[src/rtl/full_adder_pkg.sv]
`default_nettype none
// ============================================================================
// Module   : full_adder_pkg
// Purpose  : Shared constants and result record for the registered adder.
// Revision : 1.0 - initial release
// ============================================================================
package full_adder_pkg;

  // Operand width used when the integrator does not override WIDTH.
  localparam int DEFAULT_WIDTH = 1;

  // Widest sum the result record can carry; narrower sums are zero-extended.
  localparam int MAX_WIDTH = 32;

  // One registered adder result: carry-out, signed overflow and sum bits.
  typedef struct packed {
    logic                 c_out;
    logic                 ovf;
    logic [MAX_WIDTH-1:0] s;
  } result_t;

endpackage : full_adder_pkg
`default_nettype wire

[src/rtl/full_adder_cell.sv]
`default_nettype none
// ============================================================================
// Module   : full_adder_cell
// Purpose  : 1-bit combinational full adder, the ripple-chain building block.
// Revision : 1.0 - initial release
// ============================================================================
module full_adder_cell (
  input  logic a,
  input  logic b,
  input  logic c_in,
  output logic s,
  output logic c_out
);

  // Sum is the parity of the three inputs; carry is generate or propagate.
  assign s     = a ^ b ^ c_in;
  assign c_out = (a & b) | (c_in & (a ^ b));

endmodule : full_adder_cell
`default_nettype wire

[src/rtl/full_adder_unit.sv]
`default_nettype none
// ============================================================================
// Module   : full_adder_unit
// Purpose  : WIDTH-bit ripple-carry adder with registered sum, carry-out and
//            signed overflow, one cycle of latency, one result per cycle.
// Revision : 1.0 - initial release
// ============================================================================
module full_adder_unit
  import full_adder_pkg::*;
#(
  parameter int WIDTH = DEFAULT_WIDTH
) (
  input  logic             clk,
  input  logic             rst,
  input  logic             in_valid,
  input  logic [WIDTH-1:0] a,
  input  logic [WIDTH-1:0] b,
  input  logic             c_in,
  output logic             out_valid,
  output logic [WIDTH-1:0] s,
  output logic             c_out,
  output logic             ovf
);

  // carry[i] enters bit i; carry[WIDTH] is the carry out of the MSB.
  logic [WIDTH:0]   carry;
  logic [WIDTH-1:0] sum_comb;
  logic             ovf_comb;

  assign carry[0] = c_in;

  // One cell per bit with the carry rippling from LSB to MSB.
  generate
    for (genvar i = 0; i < WIDTH; i++) begin : g_cell
      full_adder_cell u_cell (
        .a     (a[i]),
        .b     (b[i]),
        .c_in  (carry[i]),
        .s     (sum_comb[i]),
        .c_out (carry[i+1])
      );
    end
  endgenerate

  // Signed overflow: carry into the MSB differs from carry out of it.
  // For WIDTH = 1 the carry into the MSB is c_in itself.
  assign ovf_comb = carry[WIDTH] ^ carry[WIDTH-1];

  // Output registers: load on valid input, otherwise hold; reset wins.
  always_ff @(posedge clk) begin
    if (rst) begin
      out_valid <= 1'b0;
      s         <= '0;
      c_out     <= 1'b0;
      ovf       <= 1'b0;
    end else begin
      out_valid <= in_valid;
      if (in_valid) begin
        s     <= sum_comb;
        c_out <= carry[WIDTH];
        ovf   <= ovf_comb;
      end
    end
  end

endmodule : full_adder_unit
`default_nettype wire

[config.mk]
export PLATFORM = sky130hd
export DESIGN_NAME = full_adder_unit
export DESIGN_NICKNAME = d
export VERILOG_FILES = /design/src/rtl/full_adder_pkg.sv /design/src/rtl/full_adder_cell.sv /design/src/rtl/full_adder_unit.sv
export SDC_FILE = /design/constraint.sdc
export NUM_CORES = 1
export LEC_CHECK = 0
export CAP_MARGIN = 20
export CELL_PAD_IN_SITES_DETAIL_PLACEMENT = 1
export CELL_PAD_IN_SITES_GLOBAL_PLACEMENT = 2
export CORE_AREA = 2 2 39 41
export DETAILED_ROUTE_END_ITERATION = 7
export DIE_AREA = 0 0 41 43
export GPL_TIMING_DRIVEN = 0
export HOLD_SLACK_MARGIN = 0.02
export PLACE_DENSITY = 0.54
export SLEW_MARGIN = 40
export SYNTH_ARGS = -nofsm -noshare
export SYNTH_HDL_FRONTEND = slang
export SYNTH_HIERARCHICAL = 1
export SYNTH_SLANG_ARGS = --single-unit
[constraint.sdc]
create_clock -name clk -period 1.35 [get_ports clk]
set_input_delay 0.27 -clock clk [delete_from_list [all_inputs] [get_ports clk]]
set_output_delay 0.27 -clock clk [all_outputs]
set_load 0.05 [all_outputs]
==> reports/summary.txt <==
Data arrival time of the critical path -> 1.02 ns
Top-level port count -> 10
Pin count of the biggest net entering global routing -> 6
Library cell used as clock root buffer -> sky130_fd_sc_hd__clkbuf_4
TritonRoute pass-1 iters -> 2
Core Rows -> 14
Maximum net fanout on the critical path -> 1
Synth area leaders -> sky130_fd_sc_hd__dfxtp_1, sky130_fd_sc_hd__fa_1, sky130_fd_sc_hd__mux2i_1
Placed instance count -> 38
Area leader, netlist -> sky130_fd_sc_hd__dfxtp_1
Slew at the pin closest to its max-slew limit -> 0.481 ns
Final period util -> 0.957
Total power -> 0.365 mW
Ys Warns -> 6
Path type of the worst min-delay path -> reg2reg
Die outline area -> 0.00176 mm²
TritonCTS clock tree -> done
Core area -> 0.00138 mm²
Number of sinks handled by clock tree synthesis -> 4
Highest achievable clock rate -> 0.774 GHz
Total Negative Setup Slacks -> 0 ns
Finished Layout Cells -> 41
Vias per Instance -> 3.51
Max Clock Skew -> 0 ns
Worst Path Buf+Inv -> 1
Horizontal extent of the die -> 41 µm
Slowest cell on the critical path -> sky130_fd_sc_hd__clkdlybuf4s15_1
WS Path Type -> reg2out
Count of routing violations after the opening detailed-route iteration -> 2
Setup repair after global routing missed its margin -> false
Post-Syn Nets -> 20
Top_reg_cell synth -> sky130_fd_sc_hd__dfxtp_1
Worst Setup Start Kind -> flop
Pre-CTS WS -> -0.291 ns
Share of synthesized flip-flops with an asynchronous set or reset -> 0
Total wirelength of the detailed-routed design -> 417 µm
Final layout net count -> 34
Deepest level of the CTS H-tree -> 1
Antenna Nets Post-Route -> 0
Run status -> finished clean
Number of synthesized register bits -> 4
Clock period minus final worst setup slack -> 1.29 ns
Total count of hold-check failures in the final report -> 0
Clk buf depth -> 2
Synthesized area divided by synthesized cell count -> 12.2 µm²
Vias in the first global route -> 179
Antenna violations before repair -> 0
Required time of the worst setup path -> 1.08 ns
Die Y-Extent -> 43 µm
Per-cell routed wire length -> 10.2 µm
Dominant cell by count in the synthesized netlist -> sky130_fd_sc_hd__dfxtp_1
DRC violations left -> 0
Diodes inserted -> 0
Most frequent cells after synthesis -> sky130_fd_sc_hd__dfxtp_1, sky130_fd_sc_hd__nor2_1, sky130_fd_sc_hd__mux2i_1
Mapped Cells -> 13
Number of endpoints failing setup at the final stage -> 0
Number of max-slew violations in the final report -> 0
Number of violations of the max-capacitance limit -> 0
Cell chain of the critical path -> clkdlybuf4s15_1
Share of synthesized area occupied by flip-flops and latches -> 0.504
Area growth, synth to finish -> 82.7%
Synth Cell Area -> 159 µm²
Minimum setup slack in the final design -> 0.0580 ns
Share of cells above drive strength 1 -> 0.360
First-pass GRT wire length -> 641 µm
Kind of end point of the critical path -> output pin
Worst slew slack as a fraction of its limit -> 0.680
Initial Util -> 0.115
Total overflow reported by the global router -> 0
Source-to-sink clock delay at the later pin of the worst-skew pair -> 0.23 ns
Power density over the cells -> 1260 mW/mm²
Worst ir drop on vdd -> 0.401 mV
Final estimated routing congestion in global placement -> 0.545
Aggregate global-route resource usage -> 0.0635
Stage delay of the slowest cell on the critical path -> 0.49 ns
Distinct cells, synth -> 7
Post-synth top area share -> 0.504
CTS buffer count -> 3
Number of buffers added on ports -> 9
Leakage -> 0.140 nW
Count of flip-flops with a built-in enable after synthesis -> 0
Kind of cell adding the most delay to the critical path -> buffers and inverters
Via Count -> 144
Clock transition at the registers of the reported paths -> 0.04 ns
layout by cell type (no fill, tap or decap):
| master | n |
|---|---|
| sky130_fd_sc_hd__a211oi_2 | 1 |
| sky130_fd_sc_hd__clkbuf_2 | 3 |
| sky130_fd_sc_hd__clkbuf_4 | 3 |
| sky130_fd_sc_hd__clkdlybuf4s15_1 | 1 |
| sky130_fd_sc_hd__clkdlybuf4s50_1 | 2 |
| sky130_fd_sc_hd__dfxtp_1 | 4 |
| sky130_fd_sc_hd__dlygate4sd2_1 | 1 |
| sky130_fd_sc_hd__dlymetal6s2s_1 | 2 |
| sky130_fd_sc_hd__fa_2 | 1 |
| sky130_fd_sc_hd__mux2i_1 | 2 |
| sky130_fd_sc_hd__nor2_1 | 3 |
| sky130_fd_sc_hd__nor2b_1 | 1 |
| sky130_fd_sc_hd__xnor2_2 | 1 |
power breakdown:
| group | total [mW] | switching (mW) | internal, mW |
|---|---|---|---|
| logic | 0.0880 | 0.0544 | 0.0336 |
| registers | 0.132 | 0.00425 | 0.128 |
| clock network | 0.144 | 0.0452 | 0.0992 |
| total | 0.365 | 0.104 | 0.261 |
kinds of logic (layout without fill, tap and decap cells):
| kind of cell | Yosys count | after routing | synth area share |
|---|---|---|---|
| buf+inv | 0 | 12 | 0 |
| mux | 2 | 2 | 0.126 |
| xor+xnor | 1 | 1 | 0.0551 |
| compound gates | 1 | 1 | 0.0787 |
| flops | 4 | 4 | 0.504 |
| fa+ha+maj | 1 | 1 | 0.126 |
| simple gates | 4 | 4 | 0.110 |
worst reg2reg max path, stage by stage, from the launching register on:
cell and delay (ns):
sky130_fd_sc_hd__dfxtp_1 0.32, sky130_fd_sc_hd__nor2_1 0.06, sky130_fd_sc_hd__a211oi_2 0.18
layout make-up:
class                      instances  area [µm²]
fill                             152        1090
multi-input combinational          9        88.8
sequential                         4        80.1
timing repair buffer               9        78.8
clock buffer                       3        22.5
tap                               16        20.0
worst paths after layout:
check,startpoint,end,slack (ns),cells after the start
max,out_valid,out_valid,0.06,1
min,c_out,c_out,0.51,2
max reg2reg,ovf,ovf,0.72,2
min reg2reg,c_out,c_out,0.51,2
through the flow:
stage	hold WS, ns	util	instance area, µm²
after floorplan	0.335	-	159
after global placement	0.484	0.194	269
after detailed placement	0.510	0.194	269
after CTS	0.522	0.216	299
after global routing	0.536	0.210	290
final	0.511	0.210	290
repair_timing:
item	4_1_cts	5_1_grt
gates resized for setup	10	6
endpoints found under the setup margin	5	6
pin swaps	0	1
hold buffers	0	0
setup buffers	0	0
metal layers:
| layer | track usage | vias to the layer above | share of wire |
|---|---|---|---|
| met2 | 0.0875 | 10 | 0.46 |
| li1 | - | 70 | - |
| met4 | 0.0600 | 0 | 0 |
| met3 | 0.0628 | 0 | 0.13 |
| met5 | 0 | - | 0 |
| met1 | 0.0456 | 64 | 0.40 |
flip-flops by register name, summed over array words and instances, names as in the netlist:
signal,cells
s,1
c_out,1
ovf,1
out_valid,1
No activity file was read; power rests on OpenSTA's default activity.
